**config.mk**
```make
export PLATFORM = sky130hd
export DESIGN_NAME = muldiv_ctrl
export DESIGN_NICKNAME = d
export VERILOG_FILES = /design/src/rtl/muldiv_pkg.sv /design/src/rtl/muldiv_core.sv /design/src/rtl/muldiv_ctrl.sv
export SDC_FILE = /design/constraint.sdc
export NUM_CORES = 1
export LEC_CHECK = 0
export BUFFER_PORTS_ARGS = -buffer_cell sky130_fd_sc_hd__buf_2
export CORE_ASPECT_RATIO = 0.6
export CORE_MARGIN = 1.5
export CORE_UTILIZATION = 55
export DETAILED_ROUTE_END_ITERATION = 16
export HOLD_SLACK_MARGIN = 0.02
export PLACE_DENSITY = 0.75
export RECOVER_POWER = 50
export REMOVE_ABC_BUFFERS = 1
export SETUP_SLACK_MARGIN = 0.5
export SLEW_MARGIN = 15
export SYNTH_ARGS = -nofsm -noshare
export SYNTH_HDL_FRONTEND = slang
export SYNTH_SLANG_ARGS = --single-unit
```
**constraint.sdc**
```tcl
create_clock -name clk -period 6.01 [get_ports clk]
set_clock_uncertainty 0.05 [all_clocks]
set_input_delay 0.3005 -clock clk [delete_from_list [all_inputs] [get_ports clk]]
set_output_delay 0.3005 -clock clk [all_outputs]
set_load 0.05 [all_outputs]
```
**src/rtl/muldiv_pkg.sv**
```systemverilog
// Shared types and op-decode helpers for the iterative HI/LO multiply/divide sequencer.
package muldiv_pkg;

  typedef enum logic [2:0] {
    MD_MULT  = 3'd0,
    MD_MULTU = 3'd1,
    MD_DIV   = 3'd2,
    MD_DIVU  = 3'd3,
    MD_MTHI  = 3'd4,
    MD_MTLO  = 3'd5
  } mdop_t;

  typedef enum logic [1:0] {
    ST_IDLE  = 2'd0,
    ST_MUL   = 2'd1,
    ST_DIV   = 2'd2,
    ST_FIXUP = 2'd3
  } mdstate_t;

  function automatic logic MD_IS_MULDIV(mdop_t op);
    return (op == MD_MULT) || (op == MD_MULTU) || (op == MD_DIV) || (op == MD_DIVU);
  endfunction

  function automatic logic md_is_div(mdop_t op);
    return (op == MD_DIV) || (op == MD_DIVU);
  endfunction

  function automatic logic md_is_signed(mdop_t op);
    return (op == MD_MULT) || (op == MD_DIV);
  endfunction

endpackage

```
**src/rtl/muldiv_core.sv**
```systemverilog
// Datapath for the sequencer: acc/q register pair with radix-2 shift-add and restoring-divide steps.
// Optional MULDIV_EARLY_OUT_EN adds the multiply early-out shift.
module muldiv_core
  import muldiv_pkg::*;
#(
  parameter int WIDTH = 32
) (
  input  logic                       clk,
  input  logic                       reset,
  input  logic                       load_i,
  input  logic                       is_div_i,
  input  logic                       signed_i,
  input  logic [WIDTH-1:0]           a_i,
  input  logic [WIDTH-1:0]           b_i,
  input  logic                       step_mul_i,
  input  logic                       step_div_i,
`ifdef MULDIV_EARLY_OUT_EN
  input  logic [$clog2(WIDTH)-1:0]   cnt_i,
`endif
  output logic [WIDTH-1:0]           hi_o,
  output logic [WIDTH-1:0]           lo_o,
  output logic                       eo_o
);

  logic [WIDTH-1:0]   acc_q, q_q, m_q;
  logic               is_div_q, neg_lo_q, neg_hi_q;

  logic               a_neg, b_neg;
  logic [WIDTH-1:0]   a_mag, b_mag;

  logic [WIDTH:0]     mul_sum;
  logic [WIDTH-1:0]   mul_acc, mul_q;
  logic [2*WIDTH-1:0] mul_nxt;

  logic [WIDTH:0]     div_sh, div_diff;
  logic               div_ok;

  logic [2*WIDTH-1:0] prod, prod_fix;

  assign a_neg = signed_i & a_i[WIDTH-1];
  assign b_neg = signed_i & b_i[WIDTH-1];
  assign a_mag = a_neg ? -a_i : a_i;
  assign b_mag = b_neg ? -b_i : b_i;

  assign mul_sum = {1'b0, acc_q} + (q_q[0] ? {1'b0, m_q} : '0);
  assign mul_acc = mul_sum[WIDTH:1];
  assign mul_q   = {mul_sum[0], q_q[WIDTH-1:1]};

`ifdef MULDIV_EARLY_OUT_EN
  // After this step, cnt_i unprocessed multiplier bits sit at the bottom of q;
  // if they are all zero the remaining steps would only shift.
  logic rest_nz;
  always_comb begin
    rest_nz = 1'b0;
    for (int i = 0; i < WIDTH; i++) begin
      if (i < int'(cnt_i)) rest_nz = rest_nz | mul_q[i];
    end
  end
  assign eo_o    = step_mul_i && (cnt_i != '0) && !rest_nz;
  assign mul_nxt = eo_o ? ({mul_acc, mul_q} >> cnt_i) : {mul_acc, mul_q};
`else
  assign eo_o    = 1'b0;
  assign mul_nxt = {mul_acc, mul_q};
`endif

  assign div_sh   = {acc_q, q_q[WIDTH-1]};
  assign div_diff = div_sh - {1'b0, m_q};
  assign div_ok   = ~div_diff[WIDTH];

  always_ff @(posedge clk or posedge reset) begin
    if (reset) begin
      acc_q    <= '0;
      q_q      <= '0;
      m_q      <= '0;
      is_div_q <= 1'b0;
      neg_lo_q <= 1'b0;
      neg_hi_q <= 1'b0;
    end else if (load_i) begin
      acc_q    <= '0;
      is_div_q <= is_div_i;
      if (is_div_i) begin
        q_q      <= a_mag;
        m_q      <= b_mag;
        // a zero divisor must leave the all-ones quotient un-negated
        neg_lo_q <= (a_neg ^ b_neg) & (b_i != '0);
        neg_hi_q <= a_neg;
      end else begin
        q_q      <= b_mag;
        m_q      <= a_mag;
        neg_lo_q <= a_neg ^ b_neg;
        neg_hi_q <= 1'b0;
      end
    end else if (step_mul_i) begin
      {acc_q, q_q} <= mul_nxt;
    end else if (step_div_i) begin
      acc_q <= div_ok ? div_diff[WIDTH-1:0] : div_sh[WIDTH-1:0];
      q_q   <= {q_q[WIDTH-2:0], div_ok};
    end
  end

  assign prod     = {acc_q, q_q};
  assign prod_fix = neg_lo_q ? -prod : prod;

  assign hi_o = is_div_q ? (neg_hi_q ? -acc_q : acc_q) : prod_fix[2*WIDTH-1:WIDTH];
  assign lo_o = is_div_q ? (neg_lo_q ? -q_q   : q_q)   : prod_fix[WIDTH-1:0];

endmodule

```
**src/rtl/muldiv_ctrl.sv**
```systemverilog
// Multiply/divide sequencer owning HI/LO: iteration FSM, counter and D-stage stall.
// Build option MULDIV_EARLY_OUT_EN lets multiplies finish early once the multiplier is exhausted.
//
// state    | meaning
// ST_IDLE  | waiting; MTHI/MTLO write directly
// ST_MUL   | one multiplier bit per cycle
// ST_DIV   | one quotient bit per cycle
// ST_FIXUP | sign correction, HI/LO write, done pulse
module muldiv_ctrl
  import muldiv_pkg::*;
#(
  parameter int WIDTH = 32
) (
  input  logic             clk,
  input  logic             reset,
  input  logic             startE,
  input  mdop_t            opE,
  input  logic [WIDTH-1:0] srcaE,
  input  logic [WIDTH-1:0] srcbE,
  input  logic             hilordD,
  input  logic             mdopD,
  output logic [WIDTH-1:0] hi,
  output logic [WIDTH-1:0] lo,
  output logic             busy,
  output logic             done,
  output logic             stallmdD
);

  localparam int CW = $clog2(WIDTH);
  localparam logic [CW-1:0] CNT_LAST = CW'(WIDTH - 1);

  mdstate_t          state_q;
  logic [CW-1:0]     cnt_q;
  logic [WIDTH-1:0]  hi_q, lo_q;
  logic              done_q;

  logic              load, eo;
  logic [WIDTH-1:0]  res_hi, res_lo;

  assign load = (state_q == ST_IDLE) && startE && MD_IS_MULDIV(opE);

  muldiv_core #(.WIDTH(WIDTH)) u_core (
    .clk        (clk),
    .reset      (reset),
    .load_i     (load),
    .is_div_i   (md_is_div(opE)),
    .signed_i   (md_is_signed(opE)),
    .a_i        (srcaE),
    .b_i        (srcbE),
    .step_mul_i (state_q == ST_MUL),
    .step_div_i (state_q == ST_DIV),
`ifdef MULDIV_EARLY_OUT_EN
    .cnt_i      (cnt_q),
`endif
    .hi_o       (res_hi),
    .lo_o       (res_lo),
    .eo_o       (eo)
  );

  always_ff @(posedge clk or posedge reset) begin
    if (reset) begin
      state_q <= ST_IDLE;
      cnt_q   <= '0;
      hi_q    <= '0;
      lo_q    <= '0;
      done_q  <= 1'b0;
    end else begin
      done_q <= 1'b0;
      case (state_q)
        ST_IDLE: begin
          if (startE) begin
            case (opE)
              MD_MTHI: hi_q <= srcaE;
              MD_MTLO: lo_q <= srcaE;
              MD_MULT, MD_MULTU: begin
                state_q <= ST_MUL;
                cnt_q   <= CNT_LAST;
              end
              MD_DIV, MD_DIVU: begin
                state_q <= ST_DIV;
                cnt_q   <= CNT_LAST;
              end
              default: ;
            endcase
          end
        end
        ST_MUL: begin
          if (eo || (cnt_q == '0)) state_q <= ST_FIXUP;
          else                     cnt_q   <= cnt_q - 1'b1;
        end
        ST_DIV: begin
          if (cnt_q == '0) state_q <= ST_FIXUP;
          else             cnt_q   <= cnt_q - 1'b1;
        end
        ST_FIXUP: begin
          hi_q    <= res_hi;
          lo_q    <= res_lo;
          done_q  <= 1'b1;
          state_q <= ST_IDLE;
        end
        default: state_q <= ST_IDLE;
      endcase
    end
  end

  assign hi   = hi_q;
  assign lo   = lo_q;
  assign done = done_q;
  assign busy = (state_q != ST_IDLE);

  // drops in the done cycle so an MFHI/MFLO behind the op reads the fresh value
  assign stallmdD = (busy | (startE & MD_IS_MULDIV(opE))) & (hilordD | mdopD);

endmodule

```
==> summary.md, run 1 <==
| Metric | Value |
|---|---|
| Post-synth cell types | 79 |
| GR Util All Layers | 36.1% |
| Final Hold Violating Endpoints | 0 |
| RR Startpoint | u_core.q_q[31]$_DFFE_PP0P_ |
| Total vias in the final route | 15,100 |
| Crit path time final | 4.51 ns |
| # nets final | 2,085 |
| Switching power of the nets | 6.35 mW |
| Post-synth ARST share | 100% |
| Largest family of logic cells by synthesized area | compound AO/OA/AOI/OAI gates |
| Yosys warns | 0 |
| Failing checks | capacitance limit, slew limit |
| Synth top area share | 29.0% |
| Routability cong. | slightly above 1 |
| Met3 Usage GRT | approximately a tenth |
| Slew Limit Headroom | -123% |
| Post-synth top flop | dfrtp_1 |
| Initial antenna violation count | 0 |
| Combinational Power Share | 68.9% |
| Die area | 27,900 um^2 |
| Power Density | 721 nW/um^2 |
| Vias in the first global route | 13,900 |
| Outcome | finished, violations left |
| Pre-CTS setup slack | 1.64 ns |
| Die Wd | 214 um |
| Max-Cap Viols | 1 |
| Antenna cell count | 0 |
| Hold wc startpoint | srcaE[14] |
| Max Slew Vio Count | 74 |
| WP data arrival | 4.81 ns |
| DP HPWL | 37,600 um |
| Wirelength per Cell | 21.6 um |
| RSZ-0062 raised after global routing | false |
| Placed cell count | 2,277 |
| Finished layout cell area | 16,200 um^2 |
| Clock Path Buffers | 2 |
| Critical path start-end classification | reg2reg |
| Htree depth | 4 |
| First-pass GRT wire length | 78,500 um |
| Area growth, synth to finish | 10.0% |
| Fraction of layout cells with a size suffix above 1 | 8.36% |
| Register area share after synthesis | 29.0% |
| Top cells by count, synth | 205 x a21oi_1, 186 x o21ai_0, 172 x nor2_1, 171 x dfrtp_1, 166 x nand2_1 |
| Largest net degree at the start of global routing | 74 |
| #FFs+latches synth | 171 |
| Met1 usage | 53.0% |
| Xor and xnor area share after synthesis | 10.3% |
| DR pass1 iterations | 8 |
| Sw frac | 54.2% |
| Endpoints failing setup | 0 |
| Final period util | between 70 and 80% |
| Setup_tns | 0 ns |
| Effective utilization at floorplan | a little under three fifths |
| Post-synthesis adder-cell area fraction | 6.55% |
| Post-Route WL | 50,000 um |
| Fin cells | 2,310 |
| Row cnt | 46 |
| Synth Instances | 1,875 |
| DR iter-0 viols | 1,998 |
| Mean Syn Cell Area | 7.87 um^2 |
| Top-count cell post-synth | a21oi_1 |
| Maximum VDD drop | 0.000416 V |
| ANT nets after route | 0 |
| Met2 Usage GRT | 51.2% |
| Clock tree sinks | 171 |
| Clk slew on worst S/H paths | 0.07 ns |
| Vias/cell | 6.55 |
| Internal Pwr Total | between 5 and 6 mW |
| Grt ovf | 0 |
| Core ar. | 26,400 um^2 |
| Global route hottest layer | met1 |
| Chip height | between 100 and 150 um |
| Synth Area in Compound Gates | 27.9% |
| Final Power | 11.7 mW |
| Highest Clock Rate | 222 MHz |
| Slack of the critical path | ~1.5 ns |
| Post-place instance area | 15,700 um^2 |
| CTS tree | done |
| Register Area | about 4300 um^2 |
| Clock latency on the worst-skew pair | roughly 0.46 ns |
| Post-synthesis mux area share | 4.06% |
| Clk root buf | clkbuf_16 |
| Synth top area cells | dfrtp_1 29%, a21oi_1 7.0%, o21ai_0 6.3% |
| Worst-margin pin slew | 3.32 ns |
| Fill count | 2,402 |
| Number of synthesized flops with an enable pin | 0 |
| Worst endpoint required time | 6.31 ns |
| I/O pin count | 139 |
| Critical Path Start Type | flip-flop |
| Multi-input logic area | ~9800 um^2 |
| Post-CTS sizing | 0 |
| Drc violations | 0 |
| Critical Path Sink Type | flip-flop |
| Critical Path Start | u_core.q_q[31]$_DFFE_PP0P_ |
| Synth area leader | dfrtp_1 |
| CTS Buf Count | 17 |
| Synth Area in Simple Gates | 17.0% |
| Flop pwr share | 20.4% |
| Post-Syn Area | 14,800 um^2 |
| Leakage | 7.08 nW |
| # port buffers | 138 |
| Hold/Removal Path Class | in2reg |
| Worst Path Max Fanout | 18 |
| Clock network fraction of design power | 10.7% |
logic make-up after synthesis:
logic type                 Yosys count
DFF                                171
AOI/OAI and AO/OA                  661
adders and majority gates           76
and+or+nand+nor                    534
buffers and inverters              201
xor gates and xnor gates           173
muxes                               59
registers in the layout, indices dropped and copies added, names as in the netlist:
register / count
hi: 32
lo: 32
u_core.acc_q: 32
u_core.m_q: 32
u_core.q_q: 32
cnt_q: 5
state_q: 2
done: 1
u_core.is_div_q: 1
u_core.neg_hi_q: 1
u_core.neg_lo_q: 1
worst max-delay path: stages (launching register included):
cell	delay, ns
dfrtp_1	0.42
inv_1	0.09
ha_1	0.24
fa_1	0.42
nor2b_1	0.20
o31a_1	0.20
o211a_1	0.31
a2111oi_1	0.21
or2_1	0.34
o311ai_4	0.75
buf_4	0.42
mux2_2	0.37
nor2_1	0.10
a21oi_1	0.05
a22o_1	0.22
power by group through the flow:
| stage | clock [mW] | sequential [mW] | combinational, mW |
|---|---|---|---|
| detailed placement | 0 | 2.37 | 7.92 |
| global route | 1.29 | 2.46 | 8.78 |
| finish | 1.25 | 2.39 | 8.08 |
| global placement | 0 | 2.35 | 7.80 |
| floorplan | 0 | 2.92 | 5.29 |
| CTS | 1.25 | 2.36 | 7.97 |
metal layers:
metal / wire, um / part of all wire, %
met4: 1270 / 2.5
met3: 6020 / 12
met5: 0 / 0
met1: 22800 / 46
met2: 19900 / 40
cell type report:
class | count | area share, %
sequential | 171 | 26.4
tap | 360 | 2.77
clock buffer | 23 | 3.01
clock inverter | 9 | 0.986
timing repair buffer | 158 | 4.66
multi-input combinational | 1503 | 60.2
inverter | 86 | 2.00
through the flow:
stage | util (%) | hold slack (ns)
CTS | 61.9 | 0.153
finish | 61.6 | 0.172
detailed placement | 59.4 | 0.411
global route | 61.6 | 0.174
floorplan | - | 0.400
global placement | 59.4 | 0.404
cells in the final DEF, fill, tap and decap left out, types with 67 or more instances in the layout:
cell type / count
o21ai_0: 186
dfrtp_1: 171
a21oi_1: 203
nand2_1: 165
buf_2: 73
ha_1: 72
inv_1: 83
nor2_1: 171
clkbuf_1: 67
xnor2_1: 106
xor2_1: 67
repair_timing:
action	CTS	global route
endpoints found under the hold margin	71	0
setup endpoints to repair	0	0
hold buffers	1	0
buffers inserted	0	0
worst paths after layout:
kind / slack (ns) / cells after the start / end
min reg2reg: 0.42 / 1 / hi[25]$_DFFE_PP0P_
min in group asynchronous: 1.30 / 3 / lo[22]$_DFFE_PP0P_
max reg2reg: 1.50 / 14 / u_core.acc_q[7]$_DFFE_PP0P_
min: 0.17 / 3 / lo[14]$_DFFE_PP0P_
max in group asynchronous: 2.13 / 4 / u_core.acc_q[8]$_DFFE_PP0P_
max: 1.50 / 14 / u_core.acc_q[7]$_DFFE_PP0P_
Note: power is estimated with default switching activity, not from simulation.
==> inputs of run 2 (changes only) <==
==> constraint.sdc (replaced) <==
create_clock -name clk -period 4.2 [get_ports clk]
set_clock_uncertainty 0.05 [all_clocks]
set_input_delay 0.21 -clock clk [delete_from_list [all_inputs] [get_ports clk]]
set_output_delay 0.21 -clock clk [all_outputs]
set_load 0.05 [all_outputs]
==> run 2 against run 1 <==
The flow still finishes with violations (capacitance limit, slew limit). Clock-buffer cell count fell by 2. Utilization increased by 1.8 points. Global-route usage grew 0.57 points. Sequential share of layout area fell by 0.73 points. Via count barely moved. Design area up 2.9%. Die area unchanged. Critical path depth is 1 lower. Largest cell class unchanged.
==> summary.md, run 2 (synthesis gave the netlist of run 1 again) <==
| Metric | Value |
|---|---|
| GR Util All Layers | 36.7% |
| Clk slew on worst S/H paths | 0.07 ns |
| Worst endpoint required time | 4.49 ns |
| Max-Cap Viols | 1 |
| Failing checks | capacitance limit, slew limit |
| Critical Path Start | u_core.acc_q[22]$_DFFE_PP0P_ |
| WP data arrival | about 4.0 ns |
| DR pass1 iterations | 6 |
| Htree depth | 4 |
| # nets final | about 2,100 |
| Die Wd | 214 um |
| Chip height | ~130 um |
| Cell depth of the worst flop-to-flop path | 13 |
| Slack of the critical path | 0.549 ns |
| Clock latency on the worst-skew pair | 0.46 ns |
| Row cnt | between 40 and 50 |
| Die area | 27,900 um^2 |
| Effective utilization at floorplan | 56.0% |
| Initial antenna violation count | 0 |
| Pre-CTS setup slack | 0.258 ns |
| Endpoints failing setup | 0 |
| Worst-margin pin slew | 2.36 ns |
| Critical path start-end classification | reg2reg |
| Crit path time final | 3.65 ns |
| Area growth, synth to finish | 13.3% |
| Antenna cell count | 0 |
| Vias/cell | 6.43 |
| Final Hold Violating Endpoints | 0 |
| RSZ-0062 raised after global routing | true |
| Largest net degree at the start of global routing | 105 |
| Worst Path Max Fanout | 8 |
| ANT nets after route | 0 |
| Critical Path Sink Type | flip-flop |
| CTS Buf Count | 17 |
| DP HPWL | 38,100 um |
| Max Slew Vio Count | 105 |
| Grt ovf | 0 |
| # port buffers | 138 |
| I/O pin count | 139 |
| Outcome | finished, violations left |
| Clk root buf | clkbuf_16 |
| RR Startpoint | u_core.acc_q[22]$_DFFE_PP0P_ |
| Drc violations | 0 |
| Critical Path Start Type | flip-flop |
| Core ar. | 26,400 um^2 |
| Routability cong. | 1.04 |
| Wirelength per Cell | 21.8 um |
| Clock tree sinks | around 170 |
| Post-Route WL | between 50,000 and 60,000 um |
| DR iter-0 viols | between 2,000 and 2,500 |
| FF-to-FF End | u_core.acc_q[5]$_DFFE_PP0P_ |
| Fraction of layout cells with a size suffix above 1 | 11.1% |
| Final period util | 86.9% |
| Clock Path Buffers | 2 |
| Total vias in the final route | about 15,000 |
| Commonest non-fill, non-tap cells in the layout | 201 x a21oi_1, 183 x o21ai_0, 171 x nor2_1 |
| Slew Limit Headroom | -57.2% |
| CTS tree | done |
| Vias in the first global route | 13,600 |
| First-pass GRT wire length | around 79,000 um |
| FF-to-FF setup slack | 0.55 ns |
| Hold/Removal Path Class | in2reg |
| Highest Clock Rate | 274 MHz |
| Most common library cell in the layout ignoring fill and taps | a21oi_1 |
| Critical path destination | u_core.acc_q[5]$_DFFE_PP0P_ |
==> run 2: cell types whose count changed in the layout (fill, tap and decap cells not counted), sizes merged <==
cell      change
buf          +43
clkinv        +2
clkbuf        -1
clkinvlp      -1
==> run 2: metrics by stage <==
stage | TNS (ns) | util (%) | hold WS [ns] | cells | instance area, um^2
final | 0 | 63.4 | 0.0589 | 2353 | 16700
after global routing | 0 | 63.4 | 0.0569 | 2353 | 16700
after CTS | 0 | 63.2 | 0.0418 | 2349 | 16700
after detailed placement | 0 | 60.5 | 0.411 | 2313 | 16000
after global placement | 0 | 60.5 | 0.407 | 2313 | 16000
after floorplan | -140.78 | - | 0.328 | 1760 | 14300
==> run 2: worst min-delay path by stage <==
stage               cells past startpoint  slack (ns)                from                        end
floorplan                               2        0.33            srcaE[0]  u_core.m_q[0]$_DFFE_PP0P_
global placement                        2        0.41  hi[22]$_DFFE_PP0P_         hi[22]$_DFFE_PP0P_
detailed placement                      1        0.41   hi[6]$_DFFE_PP0P_          hi[6]$_DFFE_PP0P_
CTS                                     3        0.04            srcbE[0]  u_core.m_q[0]$_DFFE_PP0P_
global route                            3        0.06            srcbE[0]  u_core.m_q[0]$_DFFE_PP0P_
finish                                  3        0.06            srcbE[0]  u_core.m_q[0]$_DFFE_PP0P_
==> run 2: critical path: stages (launching register included) <==
cell and delay, ns:
dfrtp_1 0.51, ha_2 0.45, nand2_1 0.19, nor4_4 0.40, a22o_1 0.21, a2111oi_1 0.06, buf_4 0.17, or2_1 0.27
o311ai_4 0.35, buf_12 0.18, buf_4 0.18, mux2i_1 0.19, o21ai_0 0.09, a22o_1 0.22
==> run 2: final cells by class <==
class                           count  area [um^2]
Timing Repair Buffer              202         1150
Fill cell                        2427         9650
Multi-Input combinational cell   1503         9870
Tap cell                          360          450
Inverter                           86          330
Clock inverter                     10          164
Clock buffer                       21          460
Sequential cell                   171         4280
==> run 2: timing repair <==
item,4_1_cts,5_1_grt
endpoints found under the setup margin,27,23
pin swaps,2,6
buffers inserted,4,3
hold buffers,1,0
hold endpoints to repair,102,0
gates resized for setup,4,23
==> run 2: routing by layer <==
| metal | global-route usage [%] | wire [um] | part of all wire, % | vias to the layer above |
|---|---|---|---|---|
| li1 | - | - | - | 6998 |
| met1 | 53.3 | 23300 | 45 | 7175 |
| met2 | 51.5 | 20500 | 40 | 881 |
| met3 | 12.1 | 6440 | 13 | 73 |
| met4 | 10.6 | 1090 | 2.1 | 0 |
| met5 | 0 | 0 | 0 | - |
Power of run 2 is not shown: default switching activity piles up to over one toggle a cycle in this logic, so the estimate is an artifact.
